$ cat src/rtl/alu_pkg.sv
// Shared definitions for the ALU: opcode encodings and bit positions in the
// processor-status (flag) byte {3'b0, Z, C, F, N, L}.
package alu_pkg;

    localparam logic [3:0] OP_MOV  = 4'b0000;
    localparam logic [3:0] OP_AND  = 4'b0001;
    localparam logic [3:0] OP_OR   = 4'b0010;
    localparam logic [3:0] OP_XOR  = 4'b0011;
    localparam logic [3:0] OP_ADD  = 4'b0101;
    localparam logic [3:0] OP_ADDC = 4'b0110;
    localparam logic [3:0] OP_SUB  = 4'b1001;
    localparam logic [3:0] OP_SUBC = 4'b1010;
    localparam logic [3:0] OP_CMP  = 4'b1011;

    localparam int PSR_L = 0;
    localparam int PSR_N = 1;
    localparam int PSR_F = 2;
    localparam int PSR_C = 3;
    localparam int PSR_Z = 4;

endpackage

$ cat src/rtl/alu_addsub.sv
// WIDTH-bit adder/subtractor with carry-in.
//   a_i, b_i  : operands
//   cin_i     : carry-in (add) or borrow-in (subtract)
//   sub_i     : 1 = a - b - cin, 0 = a + b + cin
//   sum_o     : WIDTH-bit result, modulo 2^WIDTH
//   carry_o   : carry out (add) or borrow out (subtract)
//   ovf_o     : signed overflow
module alu_addsub #(
    parameter int WIDTH = 16
) (
    input  logic [WIDTH-1:0] a_i,
    input  logic [WIDTH-1:0] b_i,
    input  logic             cin_i,
    input  logic             sub_i,
    output logic [WIDTH-1:0] sum_o,
    output logic             carry_o,
    output logic             ovf_o
);

    logic [WIDTH:0] ext;

    // One extra bit on top: for subtraction it goes to 1 exactly when the
    // unsigned difference wraps, i.e. it is the borrow.
    always_comb begin
        if (sub_i) begin
            ext = {1'b0, a_i} - {1'b0, b_i} - {{WIDTH{1'b0}}, cin_i};
        end else begin
            ext = {1'b0, a_i} + {1'b0, b_i} + {{WIDTH{1'b0}}, cin_i};
        end
    end

    assign sum_o   = ext[WIDTH-1:0];
    assign carry_o = ext[WIDTH];

    // Add overflows when operand signs match and the result sign differs;
    // subtract overflows when operand signs differ and the result sign
    // differs from a.
    always_comb begin
        if (sub_i) begin
            ovf_o = (a_i[WIDTH-1] ^ b_i[WIDTH-1]) & (sum_o[WIDTH-1] ^ a_i[WIDTH-1]);
        end else begin
            ovf_o = ~(a_i[WIDTH-1] ^ b_i[WIDTH-1]) & (sum_o[WIDTH-1] ^ a_i[WIDTH-1]);
        end
    end

endmodule

$ cat src/rtl/alu.sv
// Execute-stage ALU: combinational result and flags, plus a flag register
// that captures arithmetic flags so ADDC/SUBC can chain through the carry.
//   clk, reset : flag register clock and asynchronous active-high clear
//   a, b       : operands (b is the destination register value)
//   alucont    : operation select
//   result     : combinational result
//   PSR        : combinational flags {3'b0, Z, C, F, N, L}
//   psr_q      : registered flags, same layout
module alu
    import alu_pkg::*;
#(
    parameter int WIDTH = 16
) (
    input  logic             clk,
    input  logic             reset,
    input  logic [WIDTH-1:0] a,
    input  logic [WIDTH-1:0] b,
    input  logic [3:0]       alucont,
    output logic [WIDTH-1:0] result,
    output logic [7:0]       PSR,
    output logic [7:0]       psr_q
);

    logic             is_add;
    logic             is_sub;
    logic             is_arith;
    logic             use_cin;
    logic             cin;
    logic [WIDTH-1:0] as_sum;
    logic             as_carry;
    logic             as_ovf;
    logic [7:0]       flags_d;
    logic [7:0]       flags_q;

    assign is_add   = (alucont == OP_ADD) || (alucont == OP_ADDC);
    assign is_sub   = (alucont == OP_SUB) || (alucont == OP_SUBC) || (alucont == OP_CMP);
    assign is_arith = is_add || is_sub;
    assign use_cin  = (alucont == OP_ADDC) || (alucont == OP_SUBC);
    // Carry-in comes from the registered flags only, so there is no loop;
    // during reset flags_q is already cleared, giving carry-in 0.
    assign cin      = use_cin & flags_q[PSR_C];

    alu_addsub #(.WIDTH(WIDTH)) u_addsub (
        .a_i     (a),
        .b_i     (b),
        .cin_i   (cin),
        .sub_i   (is_sub),
        .sum_o   (as_sum),
        .carry_o (as_carry),
        .ovf_o   (as_ovf)
    );

    always_comb begin
        result = '0;
        unique case (alucont)
            OP_MOV:                    result = a;
            OP_AND:                    result = a & b;
            OP_OR:                     result = a | b;
            OP_XOR:                    result = a ^ b;
            OP_ADD, OP_ADDC,
            OP_SUB, OP_SUBC:           result = as_sum;
            OP_CMP:                    result = b;
            default:                   result = '0;
        endcase
    end

    // Z and N come from the adder output rather than result so that CMP
    // reports the difference even though it passes b through.
    always_comb begin
        flags_d = 8'h00;
        if (is_arith) begin
            flags_d[PSR_Z] = (as_sum == '0);
            flags_d[PSR_N] = as_sum[WIDTH-1];
            flags_d[PSR_C] = as_carry;
            flags_d[PSR_F] = as_ovf;
            flags_d[PSR_L] = is_sub && (a < b);
        end
    end

    assign PSR = flags_d;

    always_ff @(posedge clk or posedge reset) begin
        if (reset) begin
            flags_q <= 8'h00;
        end else if (is_arith) begin
            flags_q <= flags_d;
        end
    end

    assign psr_q = flags_q;

endmodule

$ cat config.mk
export PLATFORM = sky130hd
export DESIGN_NAME = alu
export DESIGN_NICKNAME = d
export VERILOG_FILES = /design/src/rtl/alu_pkg.sv /design/src/rtl/alu_addsub.sv /design/src/rtl/alu.sv
export SDC_FILE = /design/constraint.sdc
export NUM_CORES = 1
export LEC_CHECK = 0
export ABC_AREA = 1
export CORE_ASPECT_RATIO = 0.7
export CORE_MARGIN = 1
export CORE_UTILIZATION = 42
export DETAILED_ROUTE_END_ITERATION = 6
export GPL_ROUTABILITY_DRIVEN = 0
export PLACE_DENSITY = 0.67
export SETUP_SLACK_MARGIN = 0.5
export SYNTH_ARGS = -nofsm -noshare
export SYNTH_HDL_FRONTEND = slang
export SYNTH_SLANG_ARGS = --single-unit
$ cat constraint.sdc
create_clock -name clk -period 3.89 [get_ports clk]
set_input_delay 0.5835 -clock clk [delete_from_list [all_inputs] [get_ports clk]]
set_output_delay 0.5835 -clock clk [all_outputs]
set_load 0.01 [all_outputs]
-- Yosys cells after proc, flatten, opt, wreduce, memory -nomap -nowiden
Index checks and enable logic that the tools add are counted.
- bits in latches: 0
- register bits: 5
- memories kept: 0
- bits in read-only memories: 0
- bits in writable memories: 0
- multiplexer cells: 4
- reduce and logical (&&, ||, !) cells: 9
- div/mod/pow operators: 0
- bitwise logic cells: 9
- equality and inequality tests: 8
- shift-type cells: 0
- magnitude comparators: 1
- $add $sub $neg: 4
- multipliers: 0
- operator list (kind ; count):
    16-bit one-hot mux with 6 select lines ; 1
    16-bit by 16-bit adder with 17-bit output ; 1
    17-bit by 1-bit adder with 17-bit output ; 1
    17-bit two-way mux ; 1
    16-bit by 16-bit subtractor with 17-bit output ; 1
    17-bit by 1-bit subtractor with 17-bit output ; 1
    16-bit AND ; 1
    16-bit logical NOT ; 1
    16-bit < comparator ; 1
    16-bit OR ; 1
    16-bit bitwise XOR ; 1
    4-bit equality test, second input constant ; 3
    4-bit by 2-bit equality test with 1-bit output, second input constant ; 2
    4-bit by 3-bit equality test with 1-bit output, second input constant ; 2
    1-bit logical OR ; 5
    5-bit two-way mux ; 1
    4-bit by 1-bit equality test with 1-bit output, second input constant ; 1
    4-bit logical NOT ; 1
    4-bit OR reduction ; 1
    1-bit AND ; 3
    1-bit bitwise XOR ; 2
    1-bit logical AND ; 1
    1-bit two-way mux ; 1
    1-bit inverter ; 1

-- Logic depth before layout (Yosys ltp)
- depth in word-level cells: 9
- depth in mapped cells: 24
- gate-level depth less buffers: 24

-- Cells and area by module
A second synthesis with hierarchy kept.
- cells, all modules: 695
- area total of the unflattened synthesis: 4229.1 um2
- by module, submodules not included (module ; area each (um2) ; times used ; seq. area each (um2) ; cells an instance):
    alu_addsub ; 2158.3 ; 1 ; 0.0 ; 375
    alu ; 2070.7 ; 1 ; 125.1 ; 320

-- Least setup slack after synthesis
Ideal clock, no wire load.
- path kind: input port to output port
- start: in alucont[2]
- end: out PSR[4]
- slack: 583 ps
- cell stages on the path: 19
- data required time: 3306 ps
- arrival time: 2723 ps
- buffers on the path: 0
- path through: inv_1 -> nand2_1 -> nand2_1 -> nand3_1 -> fa_1 -> fa_1 -> o21ai_1 -> nand2_1 -> nand2_1 -> nand2_1 -> nand2_1 -> nand2_1 -> nand2_1 -> nand3_1 -> nand2_1 -> nand3_1 -> nor2_1 -> nand2_1 -> inv_1
- cells in the longest elaborated chain, start to end: 7
- RTL lines (what ; RTL line ; text):
    start, declared ; alu.sv:18 ; input logic [3:0] alucont,
    4-bit by 3-bit equality test with 1-bit output / 4-bit equality test (equally long branches) ; alu.sv:35, alu.sv:38, alu.sv:36 ;
    1-bit logical OR ; alu.sv:38 ; assign use_cin = (alucont == OP_ADDC) || (alucont == OP_SUBC);
    1-bit AND ; alu.sv:41 ; assign cin = use_cin & flags_q[PSR_C];
    17-bit by 1-bit adder with 17-bit output / 17-bit by 1-bit subtractor with 17-bit output (equally long branches) ; alu_addsub.sv:28, alu_addsub.sv:26 ;
    17-bit two-way mux ; alu_addsub.sv:25 ; if (sub_i) begin
    16-bit logical NOT ; alu.sv:72 ; flags_d[PSR_Z] = (as_sum == '0);
    5-bit two-way mux * ; alu.sv:71 ; if (is_arith) begin
    end, declared ; alu.sv:20 ; output logic [7:0] PSR,
Every way passes the cells marked *; elsewhere a longest branch is shown, timed or not.

-- Worst setup path after layout
- start: in b[11]
- end: out result[12]
- cells in the longest elaborated chain, start to end: 4
- RTL lines (what ; RTL line ; text):
    start, declared ; alu.sv:17 ; input logic [WIDTH-1:0] b,
    16-bit by 16-bit adder with 17-bit output / 16-bit by 16-bit subtractor with 17-bit output (equally long branches) ; alu_addsub.sv:28, alu_addsub.sv:26 ;
    17-bit by 1-bit adder with 17-bit output / 17-bit by 1-bit subtractor with 17-bit output (equally long branches) ; alu_addsub.sv:28, alu_addsub.sv:26 ;
    17-bit two-way mux * ; alu_addsub.sv:25 ;
    16-bit one-hot mux with 6 select lines * ; alu.sv:55 ; unique case (alucont)
    end, declared ; alu.sv:19 ; output logic [WIDTH-1:0] result,
Marked as above.

==> impl_results.md <==
- Type of the worst setup path: input pin to output port
- Total power per unit cell area: 223.7 nW/um^2
- Post-detail-place hpwl: 13.29 mm
- Hold Path End: psr_q[2]$_DFFE_PP0N_
- Routed wl met3: 2.819 mm
- DR vias: 6016
- CTS Buffer Depth: 2
- M1 wire length: 7.213 mm
- Outcome: finished, final reports clean
- Top post-synthesis cells by area: ha_1 25%, nand2_1 20%, inv_1 14%, nand3_1 9.0%, nor2_1 4.4%
- Combinational Power Share: 82.8%
- Reg-to-reg startpoint: psr_q[3]$_DFFE_PP0N_
- # nets final: 1037
- I/O Buffers: 63
- Static leakage: 3.677 nW
- Largest net degree at the start of global routing: 17
- Initial antenna violation count: 0
- Worst Reg2Reg Path Length in Cells: 26
- Yosys warns: 0
- FF-to-FF setup slack: 0.52 ns
- # DRC: 0
- Clk Tree Root Cell: clkbuf_16
- CP endpoint kind: output port
- Synth area leader: ha_1
- Detailed Routing Iterations Pass 1: 6
- Starting density of the core: 43.49%
- Min Tclk post-route: 3.675 ns
- Clock slew at reported path FFs: 0.04 ns
- CTS tree: built
- CP Data Arrival Time: 3.09 ns
- Worst Clk Skew: 0.005287 ns
- # H-tree levels: 1
- Final period utilization: 94.48%
- Slew headroom: 58.16%
- FF-to-FF End: psr_q[1]$_DFFE_PP0N_
- Clk_lat worst skew: 0.24 ns
- Dpl cells: 1014
- Clk pwr share: 12.4%
- Cell variety after synth: 38
- RSZ-0062 raised after global routing: true
- Max reg flops: 5
- Starting DRT DRC Count: 701
- Seq pwr share: 4.8%
- Worst VDD drop: 0.0001669 V
- Final-report hold violation count: 0
- CTS buffer count: 3
- Least-Margin Pin Slew: 0.6238 ns
- Via/cell ratio: 5.785
- Detailed Route WL: 19.26 mm
- Core area: 9107 sq um
- Diodes inserted: 0
- Hold_sp: psr_q[2]$_DFFE_PP0N_
- Syn Area/Cell: 5.603 sq um
- Hold WC Path Type: flop to flop
- GRT Total Usage: 34.09%
- Ratio of cells with drive above 1 in the final layout: 42.36%
- Sw Share: 51.00%
- Antenna viol nets, final: 0
- Layout area overhead: 69.96%
- Cts hold-fix bufs: 0
- Grt ovf: 0
- Mapped Cells: 707
- First-pass GRT wire length: 26.77 mm
- DR WL met2: 7.905 mm
- Post-synth top area share: 24.64%
- Total of max-cap violations: 0
- Die ar.: 9830 sq um
- I/O pins: 70
- P_sw: 0.7682 mW
- Sink Count: 5
- Final setup fails: 0
- Routed len/inst: 18.52 um
- Sequential area share after synthesis: 3.159%
- Crit-path max FO: 5
- Row count: 29
- P_int: 0.7380 mW
- Fin Setup TNS: 0 ns
- Die Ht: 83.26 um
- WP data required: 3.31 ns
- Max-slew violations: 0
- Crit path launch type: input pin
- Vias in the first global route: 5438
- Post-route insts no fill: 1040
- Post-synthesis register bit count: 5
- DR top layer: met4
- Achievable frequency: 272.1 MHz
- Chip width: 118.1 um
- Hold Path Cell Cnt: 2
- Post-synthesis cell area: 3961 sq um
==> cell families after synthesis <==
family	share of synthesized area [%]
simple gates	38.31
fa+ha+maj	26.66
xor+xnor	0.4423
compound gates	14.21
buf+inv	17.12
flops	3.159
other cells	0.09467
==> placed cells by master (no fill, tap or decap), types with 7 or more instances in the layout <==
cell type | synthesis | routed
inv_2 | 1 | 41
nand2_4 | 1 | 12
dlymetal6s2s_1 | 0 | 12
dlygate4sd2_1 | 0 | 11
a21oi_1 | 34 | 24
nand3_2 | 1 | 20
ha_4 | 0 | 28
nand3_1 | 71 | 50
inv_1 | 151 | 109
clkdlybuf4s50_1 | 0 | 16
buf_6 | 2 | 8
o221ai_1 | 10 | 7
buf_4 | 6 | 148
a21oi_2 | 0 | 9
nor2_1 | 46 | 36
nand2_2 | 4 | 57
nand2_1 | 213 | 149
ha_1 | 78 | 45
o22ai_1 | 12 | 12
nor2_2 | 3 | 9
buf_2 | 4 | 15
==> worst max path at each step <==
| stage | startpoint | end | slack, ns | cells past startpoint |
|---|---|---|---|---|
| floorplan | alucont[2] | PSR[4] | 0.58 | 19 |
| global placement | alucont[2] | result[11] | -0.61 | 23 |
| detailed placement | alucont[2] | PSR[4] | -0.68 | 25 |
| CTS | b[3] | PSR[4] | 0.32 | 17 |
| global route | b[11] | PSR[4] | 0.05 | 16 |
| finish | b[11] | result[12] | 0.21 | 15 |
==> metal layers <==
metal,vias up,track usage (%)
li1,2659,-
met1,2714,45.69
met2,488,53.32
met3,155,8.310
met4,0,10.96
met5,-,0
==> cell usage after synthesis (all sizes together) <==
cell,count
nand3,72
dfrtp,5
o21bai,1
a221oi,7
clkbuf,3
nor2,51
nor4,1
a21oi,34
and2,2
buf,12
xnor2,2
nand2,218
o221ai,10
conb,1
a211oi,3
nand3b,3
nor3,6
fa,4
clkinv,2
o21ai,14
o2111ai,2
nand4,5
o211ai,4
o22ai,12
ha,78
o31ai,2
a31oi,1
inv,152
==> worst max-delay path, cell delays in order <==
cell and delay (ns):
clkdlybuf4s50_1 0.48, inv_1 0.08, ha_4 0.25, ha_4 0.32, nand2_1 0.10, buf_4 0.15, nor2_1 0.22, nand2_2 0.13
nand2_2 0.13, nand2_2 0.09, nand3_2 0.09, nand2_2 0.07, buf_4 0.14, o21ai_2 0.12, buf_2 0.15
==> layout make-up <==
| type | instances | area (sq um) |
|---|---|---|
| Clock buffer | 4 | 78.83 |
| Fill cell | 690 | 2375 |
| Inverter | 154 | 583.1 |
| Multi-Input combinational cell | 538 | 4058 |
| Sequential cell | 5 | 125.1 |
| Tap cell | 124 | 155.1 |
| Timing Repair Buffer | 215 | 1733 |
==> through the flow <==
step | hold slack (ns) | power [mW] | utilization, % | area (sq um) | setup slack (ns)
floorplan | 0.3620 | 0.5504 | - | 3980 | 0.5832
global route | 0.5109 | 1.574 | 73.93 | 6733 | 0.04817
detailed placement | 0.4734 | 0.9822 | 61.95 | 5642 | -0.6754
global placement | 0.4658 | 0.9613 | 61.95 | 5642 | -0.6080
CTS | 0.4752 | 1.293 | 68.98 | 6282 | 0.3178
finish | 0.4927 | 1.506 | 73.93 | 6733 | 0.2148
==> power by group through the flow <==
| stage | Clock (mW) | Sequential (mW) | Combinational [mW] |
|---|---|---|---|
| floorplan | 0 | 0.0719 | 0.478 |
| global placement | 0 | 0.0692 | 0.892 |
| detailed placement | 0 | 0.0695 | 0.913 |
| CTS | 0.180 | 0.0704 | 1.04 |
| global route | 0.185 | 0.0720 | 1.32 |
| finish | 0.187 | 0.0723 | 1.25 |
==> timing repair <==
item                                    in CTS  in global routing
gates resized for setup                    230                133
buffers inserted                            17                  5
endpoints found under the setup margin      21                 20
endpoints found under the hold margin        0                  0
pin swaps                                   44                 58
No activity file was read; power rests on OpenSTA's default activity.
